## src/rtl/decode_stage_if.sv

```systemverilog
// Interface bundling the decode stage's upstream/downstream handshakes, flush and decoded outputs.
//   master : upstream/downstream side; drives flush, in_valid, in_instr, out_ready
//   slave  : decode stage; drives in_ready, out_valid and every decoded field
interface decode_stage_if #(
  parameter int unsigned INSTR_W    = 16,
  parameter int unsigned OPC_W      = 3,
  parameter int unsigned REG_ADDR_W = 3,
  parameter int unsigned IMM_W      = 8,
  parameter int unsigned CNT_W      = 8
);
  logic                  flush;
  logic                  in_valid;
  logic [INSTR_W-1:0]    in_instr;
  logic                  in_ready;
  logic                  out_valid;
  logic                  out_ready;
  logic [OPC_W-1:0]      alu_op;
  logic                  reg_write_enable;
  logic [REG_ADDR_W-1:0] dest_reg_sel;
  logic [REG_ADDR_W-1:0] src_reg1_sel;
  logic [REG_ADDR_W-1:0] src_reg2_sel;
  logic                  load_immediate;
  logic [IMM_W-1:0]      immediate_data;
  logic                  illegal;
  logic [CNT_W-1:0]      illegal_count;
  logic                  raw_hazard;

  modport master (
    output flush, in_valid, in_instr, out_ready,
    input  in_ready, out_valid, alu_op, reg_write_enable, dest_reg_sel, src_reg1_sel,
           src_reg2_sel, load_immediate, immediate_data, illegal, illegal_count, raw_hazard
  );

  modport slave (
    input  flush, in_valid, in_instr, out_ready,
    output in_ready, out_valid, alu_op, reg_write_enable, dest_reg_sel, src_reg1_sel,
           src_reg2_sel, load_immediate, immediate_data, illegal, illegal_count, raw_hazard
  );
endinterface

```

## src/rtl/decode_stage.sv

```systemverilog
// Registered instruction decode stage with valid/ready handshake on both sides.
// Decodes one instruction per cycle into ALU/register-file controls, holds the result in an
// output pipeline register, supports a synchronous flush and counts accepted illegal opcodes
// (saturating).
// Ports:
//   clk  : clock, rising edge
//   rst  : asynchronous active-high reset
//   bus  : decode_stage_if.slave (flush, in_valid/in_instr/in_ready, out_valid/out_ready,
//          decoded fields, illegal, illegal_count, raw_hazard)
// Optional feature: define DECODE_HAZARD_EN to track the last written destination and flag
// read-after-write hazards on raw_hazard; otherwise raw_hazard is tied low.
module decode_stage #(
  parameter int unsigned INSTR_W    = 16,
  parameter int unsigned OPC_W      = 3,
  parameter int unsigned REG_ADDR_W = 3,
  parameter int unsigned IMM_W      = 8,
  parameter int unsigned CNT_W      = 8
) (
  input  logic           clk,
  input  logic           rst,
  decode_stage_if.slave  bus
);

  if (OPC_W + 3 * REG_ADDR_W > INSTR_W) begin : g_bad_reg_fields
    $error("decode_stage: OPC_W + 3*REG_ADDR_W exceeds INSTR_W");
  end
  if (OPC_W + REG_ADDR_W + IMM_W > INSTR_W) begin : g_bad_imm_field
    $error("decode_stage: OPC_W + REG_ADDR_W + IMM_W exceeds INSTR_W");
  end

  localparam logic [OPC_W-1:0] OpAdd = OPC_W'(0);
  localparam logic [OPC_W-1:0] OpSub = OPC_W'(1);
  localparam logic [OPC_W-1:0] OpAnd = OPC_W'(2);
  localparam logic [OPC_W-1:0] OpOr  = OPC_W'(3);
  localparam logic [OPC_W-1:0] OpNot = OPC_W'(4);
  localparam logic [OPC_W-1:0] OpLdi = OPC_W'(5);

  // Instruction fields, MSB down; the immediate overlaps the source fields.
  logic [OPC_W-1:0]      f_opc;
  logic [REG_ADDR_W-1:0] f_dest;
  logic [REG_ADDR_W-1:0] f_src1;
  logic [REG_ADDR_W-1:0] f_src2;
  logic [IMM_W-1:0]      f_imm;

  assign f_opc  = bus.in_instr[INSTR_W-1 -: OPC_W];
  assign f_dest = bus.in_instr[INSTR_W-OPC_W-1 -: REG_ADDR_W];
  assign f_src1 = bus.in_instr[INSTR_W-OPC_W-REG_ADDR_W-1 -: REG_ADDR_W];
  assign f_src2 = bus.in_instr[INSTR_W-OPC_W-2*REG_ADDR_W-1 -: REG_ADDR_W];
  assign f_imm  = bus.in_instr[IMM_W-1:0];

  // Combinational decode of the presented instruction
  logic [OPC_W-1:0]      dec_alu_op;
  logic                  dec_we;
  logic [REG_ADDR_W-1:0] dec_dest;
  logic [REG_ADDR_W-1:0] dec_src1;
  logic [REG_ADDR_W-1:0] dec_src2;
  logic                  dec_ldi;
  logic [IMM_W-1:0]      dec_imm;
  logic                  dec_illegal;
  logic                  dec_hazard;

  always_comb begin
    dec_alu_op  = '0;
    dec_we      = 1'b0;
    dec_dest    = '0;
    dec_src1    = '0;
    dec_src2    = '0;
    dec_ldi     = 1'b0;
    dec_imm     = '0;
    dec_illegal = 1'b0;
    case (f_opc)
      OpAdd, OpSub, OpAnd, OpOr: begin
        dec_alu_op = f_opc;
        dec_we     = 1'b1;
        dec_dest   = f_dest;
        dec_src1   = f_src1;
        dec_src2   = f_src2;
      end
      OpNot: begin
        dec_alu_op = f_opc;
        dec_we     = 1'b1;
        dec_dest   = f_dest;
        dec_src1   = f_src1;
      end
      OpLdi: begin
        dec_we   = 1'b1;
        dec_ldi  = 1'b1;
        dec_dest = f_dest;
        dec_imm  = f_imm;
      end
      default: dec_illegal = 1'b1;
    endcase
  end

  // Handshake
  logic out_valid_q;
  logic accept;

  assign bus.in_ready = !out_valid_q || bus.out_ready;
  assign accept       = bus.in_valid && bus.in_ready && !bus.flush;

  // Output pipeline register and illegal counter
  logic [OPC_W-1:0]      alu_op_q;
  logic                  we_q;
  logic [REG_ADDR_W-1:0] dest_q;
  logic [REG_ADDR_W-1:0] src1_q;
  logic [REG_ADDR_W-1:0] src2_q;
  logic                  ldi_q;
  logic [IMM_W-1:0]      imm_q;
  logic                  illegal_q;
  logic                  hazard_q;
  logic [CNT_W-1:0]      cnt_q;

  always_ff @(posedge clk or posedge rst) begin
    if (rst) begin
      out_valid_q <= 1'b0;
      alu_op_q    <= '0;
      we_q        <= 1'b0;
      dest_q      <= '0;
      src1_q      <= '0;
      src2_q      <= '0;
      ldi_q       <= 1'b0;
      imm_q       <= '0;
      illegal_q   <= 1'b0;
      hazard_q    <= 1'b0;
      cnt_q       <= '0;
    end else if (bus.flush) begin
      // Flush drops both the held beat and any beat presented this cycle
      out_valid_q <= 1'b0;
      alu_op_q    <= '0;
      we_q        <= 1'b0;
      dest_q      <= '0;
      src1_q      <= '0;
      src2_q      <= '0;
      ldi_q       <= 1'b0;
      imm_q       <= '0;
      illegal_q   <= 1'b0;
      hazard_q    <= 1'b0;
    end else if (accept) begin
      out_valid_q <= 1'b1;
      alu_op_q    <= dec_alu_op;
      we_q        <= dec_we;
      dest_q      <= dec_dest;
      src1_q      <= dec_src1;
      src2_q      <= dec_src2;
      ldi_q       <= dec_ldi;
      imm_q       <= dec_imm;
      illegal_q   <= dec_illegal;
      hazard_q    <= dec_hazard;
      if (dec_illegal && (cnt_q != {CNT_W{1'b1}})) begin
        cnt_q <= cnt_q + CNT_W'(1);
      end
    end else if (out_valid_q && bus.out_ready) begin
      out_valid_q <= 1'b0;
    end
  end

`ifdef DECODE_HAZARD_EN
  logic [REG_ADDR_W-1:0] last_dest_q;
  logic                  last_dest_valid_q;
  logic                  rd_src1;
  logic                  rd_src2;

  assign rd_src1 = (f_opc == OpAdd) || (f_opc == OpSub) || (f_opc == OpAnd) ||
                   (f_opc == OpOr)  || (f_opc == OpNot);
  assign rd_src2 = (f_opc == OpAdd) || (f_opc == OpSub) || (f_opc == OpAnd) ||
                   (f_opc == OpOr);

  assign dec_hazard = last_dest_valid_q &&
                      ((rd_src1 && (f_src1 == last_dest_q)) ||
                       (rd_src2 && (f_src2 == last_dest_q)));

  always_ff @(posedge clk or posedge rst) begin
    if (rst) begin
      last_dest_q       <= '0;
      last_dest_valid_q <= 1'b0;
    end else if (bus.flush) begin
      last_dest_valid_q <= 1'b0;
    end else if (accept) begin
      // A non-writing beat breaks the dependency chain
      last_dest_valid_q <= dec_we;
      if (dec_we) begin
        last_dest_q <= dec_dest;
      end
    end
  end
`else
  assign dec_hazard = 1'b0;
`endif

  assign bus.out_valid        = out_valid_q;
  assign bus.alu_op           = alu_op_q;
  assign bus.reg_write_enable = we_q;
  assign bus.dest_reg_sel     = dest_q;
  assign bus.src_reg1_sel     = src1_q;
  assign bus.src_reg2_sel     = src2_q;
  assign bus.load_immediate   = ldi_q;
  assign bus.immediate_data   = imm_q;
  assign bus.illegal          = illegal_q;
  assign bus.illegal_count    = cnt_q;
  assign bus.raw_hazard       = hazard_q;

endmodule

```

## src/flat_wrapper.sv

```systemverilog
// flat-port wrapper written by rule: the top's interface ports become plain ports
module decode_stage_flat 
#(
  parameter int unsigned INSTR_W    = 16,
  parameter int unsigned OPC_W      = 3,
  parameter int unsigned REG_ADDR_W = 3,
  parameter int unsigned IMM_W      = 8,
  parameter int unsigned CNT_W      = 8
)
  (clk, rst, bus_flush, bus_in_valid, bus_in_instr, bus_out_ready, bus_in_ready, bus_out_valid, bus_alu_op, bus_reg_write_enable, bus_dest_reg_sel, bus_src_reg1_sel, bus_src_reg2_sel, bus_load_immediate, bus_immediate_data, bus_illegal, bus_illegal_count, bus_raw_hazard);
  decode_stage_if #(.INSTR_W(INSTR_W), .OPC_W(OPC_W), .REG_ADDR_W(REG_ADDR_W), .IMM_W(IMM_W), .CNT_W(CNT_W)) bus_i ();
  input  logic clk;
  input  logic rst;
  input wire logic [$bits(bus_i.flush)-1:0] bus_flush;
  input wire logic [$bits(bus_i.in_valid)-1:0] bus_in_valid;
  input wire logic [$bits(bus_i.in_instr)-1:0] bus_in_instr;
  input wire logic [$bits(bus_i.out_ready)-1:0] bus_out_ready;
  output wire logic [$bits(bus_i.in_ready)-1:0] bus_in_ready;
  output wire logic [$bits(bus_i.out_valid)-1:0] bus_out_valid;
  output wire logic [$bits(bus_i.alu_op)-1:0] bus_alu_op;
  output wire logic [$bits(bus_i.reg_write_enable)-1:0] bus_reg_write_enable;
  output wire logic [$bits(bus_i.dest_reg_sel)-1:0] bus_dest_reg_sel;
  output wire logic [$bits(bus_i.src_reg1_sel)-1:0] bus_src_reg1_sel;
  output wire logic [$bits(bus_i.src_reg2_sel)-1:0] bus_src_reg2_sel;
  output wire logic [$bits(bus_i.load_immediate)-1:0] bus_load_immediate;
  output wire logic [$bits(bus_i.immediate_data)-1:0] bus_immediate_data;
  output wire logic [$bits(bus_i.illegal)-1:0] bus_illegal;
  output wire logic [$bits(bus_i.illegal_count)-1:0] bus_illegal_count;
  output wire logic [$bits(bus_i.raw_hazard)-1:0] bus_raw_hazard;
  assign bus_i.flush = bus_flush;
  assign bus_i.in_valid = bus_in_valid;
  assign bus_i.in_instr = bus_in_instr;
  assign bus_i.out_ready = bus_out_ready;
  assign bus_in_ready = bus_i.in_ready;
  assign bus_out_valid = bus_i.out_valid;
  assign bus_alu_op = bus_i.alu_op;
  assign bus_reg_write_enable = bus_i.reg_write_enable;
  assign bus_dest_reg_sel = bus_i.dest_reg_sel;
  assign bus_src_reg1_sel = bus_i.src_reg1_sel;
  assign bus_src_reg2_sel = bus_i.src_reg2_sel;
  assign bus_load_immediate = bus_i.load_immediate;
  assign bus_immediate_data = bus_i.immediate_data;
  assign bus_illegal = bus_i.illegal;
  assign bus_illegal_count = bus_i.illegal_count;
  assign bus_raw_hazard = bus_i.raw_hazard;
  decode_stage #(.INSTR_W(INSTR_W), .OPC_W(OPC_W), .REG_ADDR_W(REG_ADDR_W), .IMM_W(IMM_W), .CNT_W(CNT_W)) u_core (.clk(clk), .rst(rst), .bus(bus_i));
endmodule
```

## config.mk

```make
export PLATFORM = sky130hd
export DESIGN_NAME = decode_stage_flat
export DESIGN_NICKNAME = d
export VERILOG_FILES = /design/src/rtl/decode_stage_if.sv /design/src/rtl/decode_stage.sv /design/src/flat_wrapper.sv
export SDC_FILE = /design/constraint.sdc
export NUM_CORES = 1
export LEC_CHECK = 0
export ABC_AREA = 1
export ABC_CLOCK_PERIOD_IN_PS = 2600
export BUFFER_PORTS_ARGS = -buffer_cell sky130_fd_sc_hd__buf_2
export CORE_ASPECT_RATIO = 0.8
export CORE_MARGIN = 5
export CORE_UTILIZATION = 54
export CTS_BUF_LIST = sky130_fd_sc_hd__clkbuf_4
export DETAILED_ROUTE_END_ITERATION = 10
export PLACE_DENSITY = 0.95
export SKIP_LAST_GASP = 1
export SLEW_MARGIN = 20
export SYNTH_ARGS = -nofsm -noshare
export SYNTH_HDL_FRONTEND = slang
export SYNTH_SLANG_ARGS = --single-unit
```

## constraint.sdc

```tcl
create_clock -name clk -period 2.6 [get_ports clk]
set_input_delay 0.52 -clock clk [delete_from_list [all_inputs] [get_ports clk]]
set_output_delay 0.52 -clock clk [all_outputs]
set_load 0.02 [all_outputs]
```

==> impl_metrics.yaml <==
pwr:
  swShare: 0.287
  pwr-share-seq: 0.495
  ir_drop_mv: 0.444
  leakage_nw: 1.11
  p_sw_w: 0.000328
  total_power_w: 0.00114
  p_clk_frac: 0.328
  powerDensity_nw_per_um2: 616
  internal-power_w: 0.000814
  p_comb_frac: 0.177
clocking:
  clockBufferDepth: 2
  cts_tree: "built"
  path_clk_slew_ps: 100
  hold_buffers: 0
  cts.sinks: 32
  numCtsBuffers: 5
  clk_latency_ps: 330
  htreeDepth: 2
  cts_root_buffer: "clkbuf_4"
  postCtsResizedCells: 0
  cts_setup_buffers: 0
sta:
  finalClockSkew_ps: 10.5
  max-slew-margin-rel: 0.516
  setup_violations: 0
  finalHoldViolCount: 0
  fin_crit_ps: 1520
  timing.setup.tns_ps: 0
  rsz0062_at_grt: "false"
  whs_ps: 249
  maxSlewViolCount: 0
  worstMarginPinSlew_ps: 723
  min_period_over_period: 0.586
  max_freq_mhz: 657
run_status:
  status: "complete, no violations"
synthesis:
  synth_edf_count: 0
  syn_area_per_cell_sq_um: 8.25
  async_flop_share: 1.00
  ys_types: 21
  synth.most_common_cell: "nand2_1"
  synth_ff_type: "dfrtp_1"
  netlist_area_sq_um: 1490
  yosys.area.top_type_share: 0.536
  yosysWarnings: 0
  syn-num-nets: 203
  ys_seq_elements: 32
  netlist_instances: 181
  ys_top_cells_by_count: "nand2_1, dfrtp_1, inv_1"
  ys_seq_area_frac: 0.536
  netlist_top_cells_area: "dfrtp_1, nand2_1, nand3_1"
  yosysTopAreaCell: "dfrtp_1"
floorplanning:
  fp.dieW_um: 68.8
  floorplan.initialDensity: 0.553
  core_sq_um: 2700
  dieArea_sq_um: 3920
  die_height_um: 57.0
  io_pins: 55
  rows: 17
worst_setup_path:
  cpMaxStageDelayCell: "dfrtp_1"
  cp.depth: 2
  r2r_end: "u_core.bus.src_reg2_sel[0]"
  critical_path.top_delay_family: "flip-flops"
  r2r_cells: 5
  r2r_slack_ps: 1170
  required_ps: 2080
  crit_buf_inv: 1
  arrival_ps: 1000
  setup.worst_path.start: "u_core.bus.out_valid"
  cp_max_fo: 3
  end_kind: "output port"
  max_stage_delay_ps: 390
  critPathKind: "reg2out"
  worst_setup_path_start_kind: "flip-flop"
  cp_cell_sequence: "nand2_2, buf_2"
  worstReg2RegStart: "u_core.bus.out_valid"
drt:
  routedWlPerCell_um: 11.4
  vias: 1330
  wirelength_um: 3160
  drt_pass1_iterations: 4
  drt_iter0_markers: 83
  viasPerCell: 4.80
  ant_nets: 0
  drc: 0
cells_and_area:
  nNetsFinal: 260
  syn_to_final_growth_pct: 24.3
  finalNonFillerCells: 277
  antenna-diode-count: 0
  drive_gt1_frac: 0.310
place:
  dp.cells: 269
  globalplace.congestion: 0.818
  dpl.hpwl_um: 2410
  port_buffers: 53
global_routing:
  grt_pass1_wl_um: 5170
  track_usage: 0.177
  overflow: 0
  grt_pass1_vias: 1186
  grt_max_degree: 33
  antenna_found_initial: 0
job:
  drv_cap: 0
hold_path:
  hold_path.class: "in2async"
==> per-stage QoR <==
stage / utilization / setup slack, ps / cell area, sq um
global route: 0.687 / 1000 / 1860
detailed placement: 0.658 / 932 / 1780
CTS: 0.687 / 1060 / 1860
finish: 0.687 / 1080 / 1860
floorplan: - / 1220 / 1490
global placement: 0.658 / 985 / 1780
==> flip-flops by register name, indices dropped and copies added, names as in the netlist <==
signal and count:
u_core.bus.alu_op 3, u_core.bus.dest_reg_sel 3, u_core.bus.illegal 1, u_core.bus.illegal_count 8
u_core.bus.immediate_data 8, u_core.bus.load_immediate 1, u_core.bus.out_valid 1, u_core.bus.reg_write_enable 1
u_core.bus.src_reg1_sel 3, u_core.bus.src_reg2_sel 3
==> layer usage <==
layer,vias up,routed length (um),GRT usage
li1,669,-,-
met1,618,1320,0.219
met2,38,1550,0.280
met3,5,254,0.0768
met4,0,34,0.0500
met5,-,0,0
==> power by group through the flow <==
stage	Clock, W	Sequential [W]	Combinational [W]
after global routing	0.000410	0.000573	0.000226
after detailed placement	0	0.000576	0.000204
after CTS	0.000381	0.000566	0.000205
final	0.000375	0.000566	0.000202
after floorplan	0	0.000614	0.0000939
after global placement	0	0.000575	0.000200
==> worst max-delay path by stage <==
stage,to
6_report,bus_in_ready
2_1_floorplan,u_core.bus.illegal_count[5]
3_5_place_dp,u_core.bus.src_reg2_sel[0]
3_3_place_gp,u_core.bus.alu_op[1]
5_1_grt,bus_in_ready
4_1_cts,bus_in_ready
==> worst min-delay path: stages <==
cell and delay [ps]:
buf_2 90, inv_1 40, buf_4 350
==> kinds of logic (layout without fill, tap and decap cells) <==
kind of cell / count (synthesis) / after routing / synth area share
other: 1 / 1 / 0.00251
and+or+nand+nor: 105 / 105 / 0.309
xor gates and xnor gates: 3 / 3 / 0.0176
adders and majority gates: 1 / 1 / 0.00837
DFF: 32 / 32 / 0.536
buffers and inverters: 25 / 83 / 0.0796
AOI/OAI and AO/OA: 14 / 14 / 0.0469
==> placed cells by master, fill, tap and decap left out, drive strengths merged, types with 2 or more instances in the layout <==
| cell | Yosys | layout |
|---|---|---|
| dfrtp | 32 | 32 |
| nand3 | 18 | 18 |
| buf | 4 | 54 |
| nand2 | 78 | 78 |
| xnor2 | 2 | 2 |
| nor2 | 9 | 9 |
| inv | 21 | 21 |
| clkbuf | 0 | 6 |
| o21ai | 13 | 13 |
==> final cells by class <==
type,instances,area [sq um]
clock inverter,2,35.0
inverter,21,81.3
clock buffer,6,45.0
timing repair buffer,54,273
fill,240,845
sequential,32,801
tap,38,47.5
multi-input combinational,124,574
Power figures use the tool's default switching activity.
